--- src/rtl/div_unit_pkg.sv ---
// Shared types and constants for the RV32M multi-cycle divider.
package div_unit_pkg;

  localparam int DIV_DATA_WIDTH = 32;
  localparam int DIV_CNT_W      = $clog2(DIV_DATA_WIDTH);

  // Encoding matches funct3[1:0] of the M-extension divide instructions.
  typedef enum logic [1:0] {
    OP_DIV  = 2'b00,
    OP_DIVU = 2'b01,
    OP_REM  = 2'b10,
    OP_REMU = 2'b11
  } div_op_t;

  typedef enum logic [1:0] {
    S_IDLE = 2'b00,
    S_RUN  = 2'b01,
    S_DONE = 2'b10
  } div_state_t;

endpackage

--- src/rtl/div_unit_step.sv ---
// One radix-2 restoring division iteration: shift in the next dividend bit,
// trial-subtract the divisor, keep the difference only if it did not borrow.
module div_step #(
  parameter int DATA_WIDTH = 32
) (
  input  logic [DATA_WIDTH:0]   rem_i,
  input  logic [DATA_WIDTH-1:0] quo_i,
  input  logic [DATA_WIDTH-1:0] divisor_i,
  output logic [DATA_WIDTH:0]   rem_o,
  output logic [DATA_WIDTH-1:0] quo_o
);

  logic [DATA_WIDTH+1:0] shifted;
  logic [DATA_WIDTH+1:0] diff;

  // The extra top bit acts as the borrow flag of the trial subtraction.
  assign shifted = {rem_i, quo_i[DATA_WIDTH-1]};
  assign diff    = shifted - {2'b00, divisor_i};

  always_comb begin
    rem_o = shifted[DATA_WIDTH:0];
    quo_o = {quo_i[DATA_WIDTH-2:0], 1'b0};
    if (!diff[DATA_WIDTH+1]) begin
      rem_o = diff[DATA_WIDTH:0];
      quo_o = {quo_i[DATA_WIDTH-2:0], 1'b1};
    end
  end

endmodule

--- src/rtl/div_unit.sv ---
// Fixed-latency RV32M divider (DIV/DIVU/REM/REMU) for the Execute stage,
// with stall request, abort, and sign/special-case handling around div_step.
module div_unit
  import div_unit_pkg::*;
#(
  parameter int DATA_WIDTH = DIV_DATA_WIDTH
) (
  input  logic                  clk,
  input  logic                  rst_n,
  input  logic                  DivStartE,
  input  logic [1:0]            DivOpE,
  input  logic [DATA_WIDTH-1:0] SrcAE,
  input  logic [DATA_WIDTH-1:0] SrcBE,
  input  logic                  DivKillE,
  output logic                  DivBusyE,
  output logic                  DivDoneE,
  output logic [DATA_WIDTH-1:0] DivResultE
);

  localparam logic [DATA_WIDTH-1:0] MinNeg = {1'b1, {(DATA_WIDTH-1){1'b0}}};

  div_state_t            state_q, state_d;
  logic [DIV_CNT_W-1:0]  count_q, count_d;
  logic [DATA_WIDTH:0]   rem_q, rem_d;
  logic [DATA_WIDTH-1:0] quo_q, quo_d;
  logic [DATA_WIDTH-1:0] divisor_q, divisor_d;
  div_op_t               op_q, op_d;
  logic                  negQ_q, negQ_d;
  logic                  negR_q, negR_d;
  logic [DATA_WIDTH-1:0] result_q, result_d;

  div_op_t               opIn;
  logic                  inSigned;
  logic                  divZero;
  logic                  overflow;
  logic [DATA_WIDTH-1:0] absA, absB;
  logic [DATA_WIDTH-1:0] specialResult;
  logic [DATA_WIDTH:0]   stepRem;
  logic [DATA_WIDTH-1:0] stepQuo;
  logic [DATA_WIDTH-1:0] quoFix, remFix, finalResult;
  logic                  remOp;

  assign opIn     = div_op_t'(DivOpE);
  assign inSigned = (opIn == OP_DIV) || (opIn == OP_REM);
  assign divZero  = (SrcBE == '0);
  assign overflow = inSigned && (SrcAE == MinNeg) && (SrcBE == '1);
  assign absA     = (inSigned && SrcAE[DATA_WIDTH-1]) ? -SrcAE : SrcAE;
  assign absB     = (inSigned && SrcBE[DATA_WIDTH-1]) ? -SrcBE : SrcBE;

  // Divide-by-zero: quotient all ones, remainder = dividend.
  // Overflow: quotient = dividend (the most negative value), remainder 0.
  always_comb begin
    specialResult = divZero ? '1 : MinNeg;
    if ((opIn == OP_REM) || (opIn == OP_REMU)) begin
      specialResult = divZero ? SrcAE : '0;
    end
  end

  div_step #(.DATA_WIDTH(DATA_WIDTH)) u_step (
    .rem_i     (rem_q),
    .quo_i     (quo_q),
    .divisor_i (divisor_q),
    .rem_o     (stepRem),
    .quo_o     (stepQuo)
  );

  // The result is taken straight from the last step so it is registered on entry to DONE.
  assign remOp       = (op_q == OP_REM) || (op_q == OP_REMU);
  assign quoFix      = negQ_q ? -stepQuo : stepQuo;
  assign remFix      = negR_q ? -stepRem[DATA_WIDTH-1:0] : stepRem[DATA_WIDTH-1:0];
  assign finalResult = remOp ? remFix : quoFix;

  always_comb begin
    state_d   = state_q;
    count_d   = count_q;
    rem_d     = rem_q;
    quo_d     = quo_q;
    divisor_d = divisor_q;
    op_d      = op_q;
    negQ_d    = negQ_q;
    negR_d    = negR_q;
    result_d  = result_q;
    case (state_q)
      S_IDLE: begin
        if (DivStartE && !DivKillE) begin
          op_d   = opIn;
          negQ_d = inSigned && (SrcAE[DATA_WIDTH-1] ^ SrcBE[DATA_WIDTH-1]);
          negR_d = inSigned && SrcAE[DATA_WIDTH-1];
          if (divZero || overflow) begin
            result_d = specialResult;
            state_d  = S_DONE;
          end else begin
            rem_d     = '0;
            quo_d     = absA;
            divisor_d = absB;
            count_d   = DIV_CNT_W'(DATA_WIDTH - 1);
            state_d   = S_RUN;
          end
        end
      end
      S_RUN: begin
        if (DivKillE) begin
          state_d = S_IDLE;
        end else begin
          rem_d   = stepRem;
          quo_d   = stepQuo;
          count_d = count_q - 1'b1;
          if (count_q == '0) begin
            result_d = finalResult;
            state_d  = S_DONE;
          end
        end
      end
      S_DONE:  state_d = S_IDLE;
      default: state_d = S_IDLE;
    endcase
  end

  always_ff @(posedge clk or negedge rst_n) begin
    if (!rst_n) begin
      state_q   <= S_IDLE;
      count_q   <= '0;
      rem_q     <= '0;
      quo_q     <= '0;
      divisor_q <= '0;
      op_q      <= OP_DIV;
      negQ_q    <= 1'b0;
      negR_q    <= 1'b0;
      result_q  <= '0;
    end else begin
      state_q   <= state_d;
      count_q   <= count_d;
      rem_q     <= rem_d;
      quo_q     <= quo_d;
      divisor_q <= divisor_d;
      op_q      <= op_d;
      negQ_q    <= negQ_d;
      negR_q    <= negR_d;
      result_q  <= result_d;
    end
  end

  // Busy is combinational so the instruction is held in Execute from its first cycle.
  assign DivBusyE   = ((state_q == S_IDLE) && DivStartE && !DivKillE) ||
                      ((state_q == S_RUN) && !DivKillE);
  assign DivDoneE   = (state_q == S_DONE) && !DivKillE;
  assign DivResultE = result_q;

endmodule

--- config.mk ---
export PLATFORM = sky130hd
export DESIGN_NAME = div_unit
export DESIGN_NICKNAME = d
export VERILOG_FILES = /design/src/rtl/div_unit_pkg.sv /design/src/rtl/div_unit_step.sv /design/src/rtl/div_unit.sv
export SDC_FILE = /design/constraint.sdc
export NUM_CORES = 1
export LEC_CHECK = 0
export CAP_MARGIN = 10
export CORE_ASPECT_RATIO = 0.75
export CORE_MARGIN = 3
export CORE_UTILIZATION = 45
export CTS_BUF_LIST = sky130_fd_sc_hd__clkbuf_4 sky130_fd_sc_hd__clkbuf_8
export CTS_CLUSTER_SIZE = 12
export DETAILED_ROUTE_END_ITERATION = 10
export HOLD_SLACK_MARGIN = 0.12
export PLACE_DENSITY = 0.74
export SLEW_MARGIN = 0
export SYNTH_ARGS = -nofsm -noshare
export SYNTH_HDL_FRONTEND = slang
export SYNTH_SLANG_ARGS = --single-unit
--- constraint.sdc ---
create_clock -name clk -period 4.7 [get_ports clk]
set_clock_uncertainty 0.05 [all_clocks]
set_input_delay 0.94 -clock clk [delete_from_list [all_inputs] [get_ports clk]]
set_output_delay 0.94 -clock clk [all_outputs]
set_load 0.05 [all_outputs]
==> flow_summary.ini <==
[layout]
synthToLayoutAreaGrowth_pct = 21.7
final_area_sq_um = 14400
fillers = 2392
fin_nets = 1786
final_common_cell = nand2_1
mostFrequentLayoutCells = 198 x nand2_1, 181 x o21ai_0, 137 x dfrtp_1
insertedDiodeCount = 0
fin_util_pct = 56.7
drive_gt1_share_pct = 12.1

[setup_path]
worstPathCellList = inv_1 > ha_1 > inv_1 > fa_1 > a21o_1 > a221oi_4 > o21ai_2 > a211o_1 > a221oi_2 > xor2_1 > or4b_4 > a2bb2oi_2 > or2_1 > o22ai_2 > a211oi_1 > a211o_1
r2r_end = DivResultE[25]
start_kind = flip-flop
cp.arrival_ps = 4840
slowest_stage = or4b_4
worst_ep_required_time_ps = 5020
max_stage_delay_ps = 500
path_max_fanout = 10
end_kind = flip-flop
ff2ff_setup_slack_ps = 180
worst_r2r_path_depth = 16
r2r_start = quo_q[31]
criticalPathCategory = flip-flop to flip-flop

[timing]
rsz0062_at_grt = no
slew_headroom_pct = 40.9
fmax_ghz = 0.221
period_needed_ps = 4520
finalMaxSlewViolations = 0
whs_ps = 441
setup_viol = 0
timing.final.ws_setup_ps = 181
worst_slew_pin_slew_ps = 886
fin_crit_sh_pct = 96.1
hold_viol = 0

[global_routing]
first_global_vias = 11561
track_usage_pct = 27.7
grt_antenna_before_repair = 0
grt_max_degree = 83
globalRoute.totalOverflow = 0
grt_first_pass_wirelength_um = 62400

[drt]
drtIter0Drc = 1354
dr.pass1.iters = 8
vias_per_cell = 6.12
drc = 0
num_vias = 12406
final_antenna_net_count = 0
wl_um = 39100
wl_per_cell_um = 19.3

[yosys]
synth_xor_area_share_pct = 10.0
synth_cells = 1545
synth_edf_count = 0
synthAdderAreaFrac_pct = 4.30
synthSimpleGateAreaFrac_pct = 22.2
synthesis.area_sq_um = 11800
ys_ff_latch = 139
syn-num-nets = 1655
synth.area.mux_share_pct = 2.77
synth.distinct_cells = 80
synth_top_family_by_area = compound AO/OA/AOI/OAI gates
yosys_most_used_dff = dfrtp_1
yosys_warnings = 0
synth_compound_area_share_pct = 26.3
postSynthAreaPerCell_sq_um = 7.65
async_flop_share_pct = 100
seq_area_frac_synth_pct = 29.4

[placement]
place_area_sq_um = 13700
gp_congestion = 0.961
hpwl_um = 29800
io_buffers = 103
dp_slack_ps = -3.34

[die]
dieArea_sq_um = 28300
die_h_um = 146
die_w_um = 193
num_rows = 50
io_pins = 104
start_util_pct = 46.5
core_area_sq_um = 25400

[outcome]
outcome = finished clean

[cts]
ctsHtreeMaxLevel = 4
clk_pin_slew_ps = 90
cts_tree = done
cts.path.max_buffers = 2
root_buffer = clkbuf_8
insertion_delay_ps = 490
clock_sinks = 139
cts_inserted_buffers = 17

[job]
maxCapViolations = 0

[worst_hold_path]
min_path_cells = 2
min-delay-start = DivResultE[2]
hold_end = DivResultE[2]
hp-class = flip-flop to flip-flop

[pwr]
power.density_nw_per_um2 = 438
leakagePower_nw = 5.84
ir_drop_mv = 0.389
## layout make-up
| class | count | area, sq um | share of cell area [%] |
|---|---|---|---|
| well taps | 338 | 423 | 2.94 |
| inverters | 59 | 224 | 1.56 |
| repair buffers | 205 | 1820 | 12.7 |
| clock inverters | 9 | 87.6 | 0.609 |
| clock buffers | 23 | 304 | 2.11 |
| flip-flops and latches | 139 | 3480 | 24.2 |
| multi-input cells | 1254 | 8050 | 55.9 |
## worst max path at each step
stage,startpoint,depth (start not counted),slack (ps),endpoint
6_report,quo_q[31],16,180,DivResultE[25]
5_1_grt,rem_q[2],21,2,DivResultE[16]
4_1_cts,rem_q[3],20,50,DivResultE[26]
3_5_place_dp,SrcBE[9],13,-3,quo_q[31]
3_3_place_gp,SrcBE[9],14,70,DivResultE[21]
2_1_floorplan,rem_q[19],22,1,DivResultE[24]
## registers in the layout, summed over array words and instances, names as in the netlist
register    count
state_q         2
negQ_q          1
divisor_q      32
negR_q          1
rem_q          33
op_q            1
DivResultE     32
count_q         5
quo_q          32
## kinds of logic after synthesis
group,after synthesis
simple gates,545
compound gates,502
buf+inv,152
flops,139
xor+xnor,135
fa+ha+maj,40
mux,32
## per-layer routing
metal | global-route usage [%] | vias to the layer above | part of all wire [%]
met5 | 0 | - | 0
met4 | 6.83 | 0 | 1.9
met3 | 6.05 | 59 | 9.2
met2 | 39.2 | 561 | 43
met1 | 42.4 | 5927 | 46
li1 | - | 5859 | -
## critical path: cells and delay by family (launching register included)
| kind | cells | cell delay (ps) |
|---|---|---|
| adders and majority gates | 2 | 580 |
| buffers and inverters | 2 | 130 |
| and+or+nand+nor | 2 | 790 |
| xor gates and xnor gates | 1 | 230 |
| AOI/OAI and AO/OA | 9 | 2210 |
| DFF | 1 | 400 |
## metrics by stage
step                      instances  TNS, ps  power (mW)
final                          2027        0        6.30
after CTS                      2019        0        6.13
after floorplan                1545        0        3.98
after detailed placement       1987    -3.34        5.12
after global placement         1987        0        5.06
after global routing           2027        0        6.72
## synthesized netlist by cell type (15+ instances only)
master    number  area share, %
nand2_1      198            6.3
o41ai_1       15            1.1
a21oi_1      125            5.3
nor4_1        22            1.2
mux2i_1       26            2.2
nor2_1       115            3.7
inv_1         58            1.8
o31ai_1       28            1.8
xor2_1        64            4.7
ha_1          39            4.1
clkbuf_1      84            2.7
nand4_1       19            1.0
nand2b_1      25            1.3
xnor2_1       71            5.3
nand3_1       23           0.97
dfrtp_1      139             29
a21o_1        15           0.95
a211oi_1      22            1.4
or3_1         19            1.0
o221ai_1      16            1.2
nor3_1        46            1.9
nor2b_1       18           0.95
o21ai_0      184            7.8
## report_power, final
| group | leakage, nW | switching, mW | internal (mW) | total, mW |
|---|---|---|---|---|
| sequential | 1.79 | 0.357 | 1.52 | 1.88 |
| combinational | 3.86 | 2.09 | 1.33 | 3.42 |
| clock | 0.191 | 0.519 | 0.486 | 1.01 |
| total | 5.84 | 2.97 | 3.34 | 6.30 |
## timing repair
action / 4_1_cts / 5_1_grt
setup buffers: 0 / 8
setup endpoints to repair: 0 / 13
resized for setup: 0 / 44
hold buffers: 0 / 0
Note: power is estimated with default switching activity, not from simulation.
